`src/rtl/sha3_host_master.sv`:
```
// rtl/sha3_host_master.sv - memory-fed streaming driver for the SHA3 wrapper; optional watchdog via SHA3_HOST_TIMEOUT_EN
module sha3_host_master #(
  parameter int ADDR_W       = 8,
  parameter int LEN_W        = 8,
  parameter int DIGEST_WORDS = 4,
  parameter int TIMEOUT_CYC  = 1024
) (
  input  logic                       clk,
  input  logic                       rst_n,
  input  logic                       start,
  input  logic [ADDR_W-1:0]          base_addr,
  input  logic [LEN_W-1:0]           msg_len,
  output logic                       busy,
  output logic                       rd_en,
  output logic [ADDR_W-1:0]          rd_addr,
  input  logic [63:0]                rd_data,
  output logic                       in_valid,
  output logic [63:0]                in_data,
  output logic                       in_done,
  input  logic                       in_ready,
  input  logic                       out_valid,
  input  logic [63:0]                out_data,
  output logic                       out_ready,
  output logic [64*DIGEST_WORDS-1:0] digest,
  output logic                       digest_valid,
  output logic                       err
);

  localparam int DIG_W = (DIGEST_WORDS > 1) ? $clog2(DIGEST_WORDS) : 1;
  localparam logic [DIG_W-1:0] DIG_LAST = DIG_W'(DIGEST_WORDS - 1);

  typedef enum logic [2:0] {
    S_IDLE, S_FETCH, S_WAIT, S_SEND, S_COLLECT, S_DONE
  } state_t;

  state_t            state, state_nx;
  logic [ADDR_W-1:0] base_reg;
  logic [LEN_W-1:0]  len_reg;
  logic [LEN_W-1:0]  word_idx;
  logic [63:0]       word_reg;
  logic [DIG_W-1:0]  dig_idx;
  logic              in_hs, out_hs, last_word, accept, timeout;

  assign in_hs     = in_valid && in_ready;
  assign out_hs    = out_valid && out_ready;
  assign last_word = (word_idx == len_reg - LEN_W'(1));
  assign accept    = (state == S_IDLE) && start && (msg_len != '0);

`ifdef SHA3_HOST_TIMEOUT_EN
  localparam int TW = $clog2(TIMEOUT_CYC + 1);
  logic [TW-1:0] tcnt;

  assign timeout = (((state == S_SEND) && !in_hs) || ((state == S_COLLECT) && !out_hs))
                   && (tcnt == TW'(TIMEOUT_CYC - 1));

  // Stall watchdog: counts idle cycles in SEND/COLLECT, restarts on any handshake or state change
  always_ff @(posedge clk or negedge rst_n) begin
    if (!rst_n) begin
      tcnt <= '0;
    end else if ((state_nx != state) || in_hs || out_hs) begin
      tcnt <= '0;
    end else if ((state == S_SEND) || (state == S_COLLECT)) begin
      tcnt <= tcnt + TW'(1);
    end
  end

  // Sticky error, cleared only by reset or the next accepted command
  always_ff @(posedge clk or negedge rst_n) begin
    if (!rst_n) begin
      err <= 1'b0;
    end else if (accept) begin
      err <= 1'b0;
    end else if (timeout) begin
      err <= 1'b1;
    end
  end
`else
  logic unused_timeout_cfg;
  assign unused_timeout_cfg = (TIMEOUT_CYC == 0);
  assign timeout = 1'b0;
  assign err     = 1'b0;
`endif

  // State register
  always_ff @(posedge clk or negedge rst_n) begin
    if (!rst_n) state <= S_IDLE;
    else        state <= state_nx;
  end

  // Next-state and handshake outputs; every output is derived from the registered state
  always_comb begin
    state_nx     = state;
    busy         = (state != S_IDLE);
    rd_en        = 1'b0;
    rd_addr      = '0;
    in_valid     = 1'b0;
    in_data      = '0;
    in_done      = 1'b0;
    out_ready    = 1'b0;
    digest_valid = 1'b0;
    case (state)
      S_IDLE: begin
        if (accept) state_nx = S_FETCH;
      end
      S_FETCH: begin
        rd_en    = 1'b1;
        rd_addr  = base_reg + ADDR_W'(word_idx);
        state_nx = S_WAIT;
      end
      S_WAIT: begin
        state_nx = S_SEND;
      end
      S_SEND: begin
        in_valid = 1'b1;
        in_data  = word_reg;
        in_done  = last_word;
        if (timeout)    state_nx = S_IDLE;
        else if (in_hs) state_nx = last_word ? S_COLLECT : S_FETCH;
      end
      S_COLLECT: begin
        out_ready = 1'b1;
        if (timeout)                           state_nx = S_IDLE;
        else if (out_hs && dig_idx == DIG_LAST) state_nx = S_DONE;
      end
      S_DONE: begin
        digest_valid = 1'b1;
        state_nx     = S_IDLE;
      end
      default: state_nx = S_IDLE;
    endcase
  end

  // Command latch, word fetch pipeline and digest assembly
  always_ff @(posedge clk or negedge rst_n) begin
    if (!rst_n) begin
      base_reg <= '0;
      len_reg  <= '0;
      word_idx <= '0;
      word_reg <= '0;
      dig_idx  <= '0;
      digest   <= '0;
    end else begin
      if (accept) begin
        base_reg <= base_addr;
        len_reg  <= msg_len;
        word_idx <= '0;
      end
      if (state == S_WAIT) word_reg <= rd_data;
      if ((state == S_SEND) && in_hs) begin
        if (last_word) dig_idx  <= '0;
        else           word_idx <= word_idx + LEN_W'(1);
      end
      if ((state == S_COLLECT) && out_hs) begin
        for (int i = 0; i < DIGEST_WORDS; i++) begin
          if (dig_idx == DIG_W'(i)) digest[(DIGEST_WORDS-1-i)*64 +: 64] <= out_data;
        end
        dig_idx <= dig_idx + DIG_W'(1);
      end
    end
  end

endmodule
```
`config.mk`:
```
export PLATFORM = sky130hd
export DESIGN_NAME = sha3_host_master
export DESIGN_NICKNAME = d
export VERILOG_FILES = /design/src/rtl/sha3_host_master.sv
export SDC_FILE = /design/constraint.sdc
export NUM_CORES = 1
export LEC_CHECK = 0
export ABC_AREA = 0
export BUFFER_PORTS_ARGS = -buffer_cell sky130_fd_sc_hd__buf_2
export CAP_MARGIN = 10
export CORE_AREA = 2 2 186 188
export DETAILED_ROUTE_END_ITERATION = 16
export DIE_AREA = 0 0 188 190
export GPL_TIMING_DRIVEN = 0
export PLACE_DENSITY_LB_ADDON = 0.2
export SLEW_MARGIN = 10
export SYNTH_ARGS = -nofsm -noshare
export SYNTH_HDL_FRONTEND = slang
export SYNTH_SLANG_ARGS = --single-unit
export TNS_END_PERCENT = 5
```
`constraint.sdc`:
```
create_clock -name clk -period 1.96 [get_ports clk]
set_input_delay 0.098 -clock clk [delete_from_list [all_inputs] [get_ports clk]]
set_output_delay 0.098 -clock clk [all_outputs]
set_load 0.02 [all_outputs]
```
### Word level (Yosys, flattened, before mapping)

Cells that the tools add are included.

| cells by class | value |
|---|---|
| reductions and logical operators | 19 |
| equality and inequality tests | 12 |
| mux-type cells | 18 |
| $add $sub $neg | 4 |

Operators with widths:

| operator | count |
|---|---|
| 64-bit 2-to-1 mux | 1 |
| 8-bit 2-to-1 mux | 4 |
| 3-bit one-hot mux with 5 select lines | 1 |
| 3-bit 2-to-1 mux | 4 |
| 2-bit AND reduction | 5 |
| 8-bit by 1-bit adder with 8-bit output, second input constant | 1 |
| 8-bit adder | 1 |
| 8-bit == test | 1 |
| 8-bit nonzero test | 1 |
| 8-bit by 1-bit subtractor with 8-bit output, second input constant | 1 |
| 1-bit logical AND | 7 |
| 3-bit by 2-bit == test with 1-bit output, second input constant | 2 |
| 3-bit == test, second input constant | 2 |
| 2-bit 2-to-1 mux | 3 |
| 2-bit inequality test, second input constant | 3 |
| 1-bit 2-to-1 mux | 5 |
| 2-bit == test, second input constant | 2 |
| 2-bit nonzero test | 2 |
| 3-bit by 1-bit == test with 1-bit output, second input constant | 1 |
| 3-bit logical NOT | 1 |
| 3-bit AND reduction | 1 |
| 3-bit nonzero test | 1 |
| 2-bit by 1-bit adder with 2-bit output, second input constant | 1 |
| 2-bit by 1-bit == test with 1-bit output, second input constant | 1 |
| 2-bit logical NOT | 1 |

| storage, ports and cells | value |
|---|---|
| word-level logic and storage cells | 63 |
| output and inout port bits | 335 |
| input port bits | 149 |
| register bits after elaboration | 349 |

### Depth between registers and ports, before layout

Gate-level depths: netlist (run 1).

| logic depth | value |
|---|---|
| depth after elaboration | 6 |
| mapped depth | 8 |
| mapped depth without buffers | 8 |

### Least setup slack after synthesis (run 1)

Ideal clock, no wire load.

| path | value |
|---|---|
| path kind | reg-to-output |
| start point | register word_idx[1] |
| end point | output port rd_addr[7] |
| path buffers | 0 |
| arrival time | 2,107 ps |
| stages on the path, launching flop included | 8 |
| required time | 1,862 ps |
| slack | -245 ps |
| path through | dfrtp_1 ha_1 a21o_1 a21oi_1 o21bai_1 a2111oi_0 o21ai_0 a21oi_1 |

| on the way | value |
|---|---|
| word-level cells in the longest chain between the ends | 2 |

RTL lines:

| what | RTL line | text |
|---|---|---|
| start, declared | 39 | `logic [LEN_W-1:0] word_idx;` |
| start signal, assigned | 151 | `else word_idx <= word_idx + LEN_W'(1);` |
| 8-bit adder | 107 | `rd_addr = base_reg + ADDR_W'(word_idx);` |
| 8-bit 2-to-1 mux | 101 | `case (state)` |
| end, declared | 15 | `output logic [ADDR_W-1:0] rd_addr,` |

No other way between the ends.

### Final worst setup path (run 1)

Same ends and word-level chain as after synthesis.

==> results of run 1 <==
metrics by stage:
step	setup slack [ns]	power, uW	hold WS [ns]	setup TNS (ns)	instance area [um^2]
6_report	-0.599	24000	0.0423	-4.98	20700
5_1_grt	-0.705	25200	0.0275	-8.74	20700
4_1_cts	-0.571	23200	0.101	-5.79	20300
3_5_place_dp	-0.634	15300	0.110	-111.77	17300
3_3_place_gp	-6.04	15200	0.316	-2190.48	17200
2_1_floorplan	-0.0714	13200	-0.198	-0.390	14200
report_power, final:
group | internal (uW) | total [uW] | switching, uW
Clock | 3990 | 6820 | 2840
Sequential | 8240 | 8890 | 651
Combinational | 4280 | 8310 | 4030
cell type report:
cell class              instances  area share
repair buffers                653       0.212
inverters                       9     0.00163
flip-flops and latches        349       0.422
well taps                     455      0.0275
plain buffers                  45      0.0176
multi-input cells             537       0.262
diodes                          3    0.000362
clock buffers                  57      0.0529
clock inverters                 6     0.00350
synthesized netlist by cell type, types with 5 or more instances:
cell and number:
a21oi_1 6, and2_1 71, buf_2 26, clkbuf_1 18, dfrtp_1 349, ha_1 13, inv_1 9, mux2_2 333
nand2_1 12, nand3_1 5, nor2_1 13, nor3_1 5, o21ai_0 6, xnor2_1 12, xor2_1 5
path summary, 6_finish.rpt:
kind / start / endpoint / slack, ns / cells past startpoint
min in group asynchronous: rst_n / digest[100] / 0.15 / 2
worst max-delay path: word_idx[1] / rd_addr[7] / -0.60 / 8
worst min-delay path: out_valid / dig_idx[1] / 0.04 / 3
worst min register to register: digest[213] / digest[213] / 0.50 / 1
max in group asynchronous: rst_n / digest[134] / 0.46 / 4
worst max register to register: len_reg[0] / word_idx[4] / -0.30 / 7
critical path, stage by stage, from the launching register on:
cell,delay [ns]
dfrtp_2,0.44
ha_4,0.24
a21o_1,0.16
a21oi_2,0.17
o21bai_2,0.11
a2111oi_4,0.39
o21ai_1,0.13
a21oi_2,0.16
buf_6,0.14
what timing repair did:
item | in CTS | in global routing
hold buffers | 146 | 0
hold endpoints to repair | 411 | 0
gates resized for setup | 86 | 128
setup endpoints to repair | 417 | 373
pin swaps | 23 | 30
setup buffers | 18 | 5
cells by family after synthesis:
family | after synthesis
flip-flops | 349
multiplexers | 335
AND/OR/NAND/NOR | 136
buffers and inverters | 55
AO/OA/AOI/OAI | 34
XOR/XNOR | 17
adder cells (fa/ha/maj) | 14
other | 1
metal layers:
| layer | global-route usage | vias to the layer above |
|---|---|---|
| met5 | 0 | - |
| li1 | - | 4687 |
| met3 | 0.0614 | 103 |
| met1 | 0.266 | 5089 |
| met4 | 0.0945 | 0 |
| met2 | 0.377 | 340 |
==> flow_summary.yaml, run 1 <==
timing:
  setup_viol_count_final: 20
  fmax_mhz: 391
  worst_pin_slew_ns: 0.666
  relSlewSlack: 0.552
  final_hold_viol_count: 0
  fin_crit_ns: 2.56
  rsz0062_at_grt: "yes"
  setup_slack_ns: -0.599
  finalClockSkew_ns: 0.0124
  drv_slew: 0
  fin_crit_sh: 1.31
synth:
  synth_compound_area_frac: 0.0186
  ys_async_sr_fraction: 1.00
  synth_top_cell_by_area: "dfrtp_1"
  synth_warnings: 0
  synthCells: 941
  synthMuxAreaShare: 0.266
  yosys_register_bits: 349
  netlist-cell-type-count: 49
  yosys.area_share.simple: 0.0577
  synth_xor_area_frac: 0.0105
  ys.flop_type: "dfrtp_1"
  syn_avg_cell_area_um2: 15.1
  syn_area_um2: 14200
  yosys.area.top_type_share: 0.617
  synth_edf_count: 0
  synth_area_leaders: "dfrtp_1 62%, mux2_2 26%, and2_1 3.1%"
  syn_nets: 1104
  synth-adder-area-share: 0.0129
  yosysSeqAreaShare: 0.617
  synth_top_family_by_area: "multiplexers"
placement:
  dp.cells: 1881
  gp_congestion: 0.801
  io_buffers: 482
  dp_hpwl_mm: 28.1
critical_path:
  crit_required_ns: 1.86
  startpoint_type: "register"
  worstPathMaxFanout: 2
  critPathArrivalTime_ns: 2.46
  path_class: "register to primary output"
  cp-end-kind: "primary output"
drt:
  vias: 10219
  wirelength_mm: 40.4
  drtIter0Drc: 300
  met1_length_mm: 15.9
  viasPerCell: 4.83
  drcViolationCount: 0
  ant_nets: 0
  wl_met3_mm: 2.83
  wl_per_cell_um: 19.1
  routed.top_layer: "met4"
  dr_wl_met2_mm: 20.0
  first_pass_iters: 4
layout:
  areaGrowthSynthToFinish_pct: 46.2
  utilization: 0.610
  drive_gt1_frac: 0.606
  ff_latch_area_um2: 8740
  nFillCells: 2705
  layout_common_cells: "439 x buf_2, 343 x dfrtp_1, 332 x mux2_2, 146 x dlygate4sd3_1, 50 x buf_4"
  largest_reg_flops: 256
  stdcell_count: 2114
  final_common_cell: "buf_2"
  nets: 1797
  multiInputGateArea_um2: 5430
cts:
  cts_root_buf: "clkbuf_16"
  cts_tree: "yes"
  clock_sinks: 349
  cts_buffers: 39
  htree_levels: 2
  clk_latency_ns: 0.52
  clockBufferDepth: 3
  clkTransAtPathRegs_ns: 0.06
power:
  power_leakage_uw: 0.0112
  max-vdd-ir-drop_mv: 1.11
  power_density_nw_per_um2: 1160
run_status:
  failed_checks: "setup timing"
  status: "finished, violations left"
floorplanning:
  start_util: 0.417
  die_h_um: 190
  dieArea_um2: 35700
  rows: 68
  core-area_um2: 33900
  ios: 484
  die_w_um: 188
run:
  cap_violations: 0
min_path:
  hold_class: "primary input to register"
grt:
  grt_first_pass_wirelength_mm: 62.3
  grt_pass1_vias: 11018
  antenna_found_initial: 3
  grt_max_degree: 105
  grt_usage: 0.222
  gr-total-overflow: 0
Power figures use the tool's default switching activity.
==> run 2: changes to the inputs <==
==> constraint.sdc (replaced) <==
create_clock -name clk -period 3.05 [get_ports clk]
set_input_delay 0.1525 -clock clk [delete_from_list [all_inputs] [get_ports clk]]
set_output_delay 0.1525 -clock clk [all_outputs]
set_load 0.02 [all_outputs]
==> run 2 against run 1 <==
Net effect:
- the run now ends clean
- cell area down 3.2%
- setup slack improved by 0.77 ns
- flip-flop and latch count did not move
- routed wire length shrank 2.5%
- power shrank 39%
- non-clock buffer count decreased by 21
- sequential share of layout area is 1.4 points higher
- combinational power shrank 51%
- die area unchanged
- largest cell class unchanged
==> flow_summary.yaml, run 2 (synthesis gave the netlist of run 1 again) <==
floorplanning:
  ios: 484
  start_util: 0.417
  core-area_um2: 33900
  dieArea_um2: 35700
  die_w_um: 188
  die_h_um: 190
  rows: 68
timing:
  worst_pin_slew_ns: 0.786
  setup_viol_count_final: 0
  fmax_mhz: 348
  drv_slew: 0
  rsz0062_at_grt: "no"
  finalClockSkew_ns: 0.0146
  fin_crit_ns: 2.88
  final_hold_viol_count: 0
  fin_crit_sh: 0.943
  hold_ws_ns: 0.196
  relSlewSlack: 0.476
cts:
  clkTransAtPathRegs_ns: 0.06
  clockBufferDepth: 3
  cts_buffers: 39
  clk_latency_ns: 0.53
  clock_sinks: 349
  cts_root_buf: "clkbuf_16"
  cts_tree: "yes"
  htree_levels: 2
layout:
  postLayoutCellArea_um2: 20000
  areaGrowthSynthToFinish_pct: 41.5
  largest_reg_flops: 256
  stdcell_count: 2099
  layout_common_cells: "507 x buf_2, 348 x dfrtp_1, 333 x mux2_2, 146 x dlygate4sd3_1, 71 x and2_1"
  drive_gt1_frac: 0.561
  final_common_cell: "buf_2"
  nets: 1776
  utilization: 0.590
drt:
  wl_per_cell_um: 18.8
  met1_length_mm: 15.6
  first_pass_iters: 4
  routed.top_layer: "met4"
  viasPerCell: 4.88
  wirelength_mm: 39.4
  wl_met3_mm: 2.72
  drtIter0Drc: 364
  dr_wl_met2_mm: 19.4
  drcViolationCount: 0
  vias: 10253
  ant_nets: 0
run_status:
  status: "finished, final reports clean"
min_path:
  hold_class: "primary input to register"
  holdPathStages: 5
placement:
  io_buffers: 482
  gp_congestion: 0.808
  dp_hpwl_mm: 27.9
  placed_area_um2: 17200
  dp.cells: 1881
power:
  power_density_nw_per_um2: 729
  totalPowerFinal_uw: 14600
  max-vdd-ir-drop_mv: 0.674
  power_leakage_uw: 0.0110
critical_path:
  cp-end-kind: "primary output"
  path_class: "register to primary output"
  crit_required_ns: 2.90
  worstPathMaxFanout: 6
  critPathArrivalTime_ns: 2.73
  startpoint_type: "register"
  reg2reg_depth: 7
grt:
  grt_usage: 0.216
  grt_pass1_vias: 10798
  antenna_found_initial: 1
  grt_max_degree: 105
  grt_first_pass_wirelength_mm: 60.2
  gr-total-overflow: 0
run:
  cap_violations: 0
==> run 2: cell count changes in the layout (fill, tap and decap cells not counted), sizes merged <==
cell      before  now
buf          541  513
clkbuf        68   82
clkinv         3    5
diode          3    1
bufinv         1    2
clkinvlp       1    0
inv           10    9
==> run 2: path summary, 6_finish.rpt <==
check                       startpoint      endpoint  slack (ns)
setup / recovery           word_idx[0]    rd_addr[6]        0.17
hold / removal                   start   word_idx[1]        0.20
setup reg to reg              state[1]    digest[21]        0.34
hold reg to reg             digest[42]    digest[42]        0.50
max in group asynchronous        rst_n    digest[40]        1.46
min in group asynchronous        rst_n  word_reg[28]        0.21
==> run 2: layer usage <==
metal  global-route usage  up-vias
li1                     -     4661
met2                0.371      350
met5                    0        -
met4               0.0945        0
met1                0.253     5139
met3               0.0629      103
==> run 2: through the flow <==
stage               TNS [ns]  setup slack (ns)
global placement    -1750.64             -5.06
detailed placement         0             0.258
floorplan                  0             0.790
global route               0           0.00563
finish                     0             0.172
CTS                        0            0.0396
==> run 2: cell type report <==
class                   instances  area [um^2]
flip-flops and latches        349         8730
clock inverters                 7         85.1
fillers                      2751        13900
repair buffers                631         3970
multi-input cells             537         5200
clock buffers                  64         1240
plain buffers                  46          209
inverters                       9         33.8
diodes                          1         2.50
well taps                     455          569
==> run 2: worst max-delay path: stages (launching register included) <==
cell	delay, ns
dfrtp_1	0.45
ha_1	0.24
fa_1	0.41
a21o_1	0.19
a21oi_1	0.22
o21bai_1	0.09
a21oi_1	0.18
xor2_1	0.18
nor2_1	0.07
buf_2	0.18
==> run 2: where the power goes <==
part	internal, uW	leakage [uW]	total [uW]	switching (uW)
clock network	2940	0.000658	4790	1850
registers	5290	0.00469	5710	420
logic	1860	0.00564	4110	2250
==> run 2: repair_timing <==
action	CTS	global route
gates resized for setup	1	3
hold buffers	146	0
gates cloned	0	0
setup buffers	0	0
endpoints found under the setup margin	1	1
endpoints found under the hold margin	418	0
==> run 3: changes to the inputs <==
==> constraint.sdc (replaced) <==
create_clock -name clk -period 2.37 [get_ports clk]
set_input_delay 0.1185 -clock clk [delete_from_list [all_inputs] [get_ports clk]]
set_output_delay 0.1185 -clock clk [all_outputs]
set_load 0.02 [all_outputs]
==> run 3 against run 2 <==
Net effect:
- setup slack worse by 0.39 ns
- core utilization is 0.80 points higher
- sequential power rose by 28%
- via count is 0.44% higher
- clock power grew 29%
- first-iteration DRC count decreased by 1.1%
- sequential share of layout area is 0.56 points lower
- cell count grew 0.76%
- the run now ends with setup timing left
- routed wire length up 1.1%
- critical path type unchanged
==> flow_summary.yaml, run 3 (synthesis gave the netlist of run 1 again) <==
power:
  power_density_nw_per_um2: 949
  power_leakage_uw: 0.0111
  seqPwrFrac: 0.381
  switching_share: 0.311
  totalPowerFinal_uw: 19300
  p_int_uw: 13300
  switchingPower_uw: 6000
  combPwrFrac: 0.299
  max-vdd-ir-drop_mv: 0.875
  clock_power_share: 0.320
placement:
  dp_hpwl_mm: 27.9
  post-place-ws_ns: -0.422
  io_buffers: 482
  gp_congestion: 0.808
  dp.cells: 1881
timing:
  worst_pin_slew_ns: 0.709
  finalClockSkew_ns: 0.0128
  fin_crit_sh: 1.09
  drv_slew: 0
  relSlewSlack: 0.527
  setup_slack_ns: -0.214
  rsz0062_at_grt: "yes"
  fin_crit_ns: 2.58
  final_hold_viol_count: 0
  setup_viol_count_final: 5
  fin_tns_setup_ns: -0.713
  fmax_mhz: 387
cts:
  cts_buffers: 39
  clockBufferDepth: 3
  cts_root_buf: "clkbuf_16"
  htree_levels: 2
  clkTransAtPathRegs_ns: 0.06
  clock_sinks: 349
  clk_latency_ns: 0.52
  cts_tree: "yes"
critical_path:
  path_class: "register to primary output"
  critPathSlowestCell: "dfrtp_2"
  r2r-start: "len_reg[1]"
  crit_buf_inv: 2
  reg2reg_depth: 7
  crit_required_ns: 2.25
  worstPathMaxFanout: 2
  crit_path_max_incr_delay_ns: 0.45
  cp_top_family: "compound AO/OA/AOI/OAI gates"
  cpMostUsedCell: "a21oi_2"
  crit_chain: "buf_6 -> fa_2 -> a21o_1 -> a21oi_2 -> o21bai_1 -> a21oi_2 -> xor2_1 -> nor2_1 -> buf_4"
  r2r_slack_ns: 0.09
  critPathArrivalTime_ns: 2.47
  rr_endpoint: "word_idx[2]"
  cp-end-kind: "primary output"
  startpoint_type: "register"
layout:
  nets: 1792
  areaGrowthSynthToFinish_pct: 43.4
  final_common_cell: "buf_2"
  nFillCells: 2729
  layout_common_cells: "498 x buf_2, 345 x dfrtp_1, 333 x mux2_2, 146 x dlygate4sd3_1, 70 x and2_1"
  drive_gt1_frac: 0.580
  largest_reg_flops: 256
  stdcell_count: 2115
drt:
  viasPerCell: 4.87
  wl_per_cell_um: 18.8
  first_pass_iters: 4
  drtIter0Drc: 360
  ant_nets: 0
  wirelength_mm: 39.8
  drcViolationCount: 0
  vias: 10298
grt:
  grt_pass1_vias: 10863
  grt_max_degree: 105
  grt_first_pass_wirelength_mm: 60.5
  gr-total-overflow: 0
  antenna_found_initial: 1
  grt_usage: 0.218
min_path:
  holdPathStages: 5
  hold_path_startpoint: "start"
  hold_path_end: "word_idx[1]"
  hold_class: "primary input to register"
run_status:
  status: "finished, violations left"
  failed_checks: "setup timing"
floorplanning:
  rows: 68
  dieArea_um2: 35700
  die_w_um: 188
  core-area_um2: 33900
  start_util: 0.417
  die_h_um: 190
  ios: 484
run:
  cap_violations: 0
==> run 3: changes by cell type in the layout (fill, tap and decap cells not counted), moves of 4 or more <==
cell	before	now
buf_4	1	23
buf_2	507	498
clkbuf_1	28	22
a21oi_1	5	1
clkbuf_2	0	4
clkbuf_4	0	4
==> run 3: how the worst max path moves through the flow <==
| stage | from | endpoint | slack (ns) | cells after the start |
|---|---|---|---|---|
| 2_1_floorplan | word_idx[1] | rd_addr[7] | 0.14 | 7 |
| 3_3_place_gp | rst_n | digest[39] | -5.71 | 1 |
| 3_5_place_dp | state[1] | digest[21] | -0.42 | 7 |
| 4_1_cts | word_idx[1] | rd_addr[6] | -0.23 | 9 |
| 5_1_grt | word_idx[1] | rd_addr[6] | -0.34 | 9 |
| 6_report | word_idx[1] | rd_addr[6] | -0.21 | 9 |
==> run 3: layer usage <==
layer / routed length (um) / vias up / GRT usage
met2: 19600 / 362 / 0.375
met1: 15800 / 5146 / 0.255
met3: 2760 / 101 / 0.0627
li1: - / 4689 / -
met4: 1650 / 0 / 0.0933
met5: 0 / - / 0
==> run 3: layout make-up <==
cell class                      instances  area [um^2]  share of cell area
Sequential cell                       349         8740               0.430
Multi-Input combinational cell        537         5300               0.261
Timing Repair Buffer                  648         4110               0.202
Clock buffer                           64         1240              0.0612
Tap cell                              455          569              0.0280
Buffer                                 45          233              0.0115
Clock inverter                          7         85.1             0.00419
Inverter                                9         33.8             0.00166
Antenna cell                            1         2.50            0.000123
==> run 3: power by group through the flow <==
stage	Sequential [uW]	Combinational, uW	Clock (uW)
2_1_floorplan	7360	3440	0
3_3_place_gp	7400	5010	0
3_5_place_dp	7430	5080	0
4_1_cts	7310	5530	6320
5_1_grt	7440	6230	6560
6_report	7330	5770	6170
==> run 3: repair_timing <==
action                                  4_1_cts  5_1_grt
setup buffers                                 8        9
hold buffers                                146        0
endpoints found under the setup margin      112      211
pin swaps                                    15       10
resized for setup                            27       20
hold endpoints to repair                    418        0
==> run 3: stage by stage <==
step | util | area (um^2) | hold slack [ns]
after floorplan | - | 14200 | -0.177
after global placement | 0.505 | 17100 | 0.337
after detailed placement | 0.508 | 17200 | 0.150
after CTS | 0.594 | 20200 | 0.0914
after global routing | 0.598 | 20300 | 0.188
final | 0.598 | 20300 | 0.130
==> run 3: worst reg2reg max path, delay by kind of cell (launching register included) <==
kind	cells	cell delay, ns
buffers and inverters	1	0.14
AND/OR/NAND/NOR	2	0.66
AO/OA/AOI/OAI	4	0.96
flip-flops	1	0.41
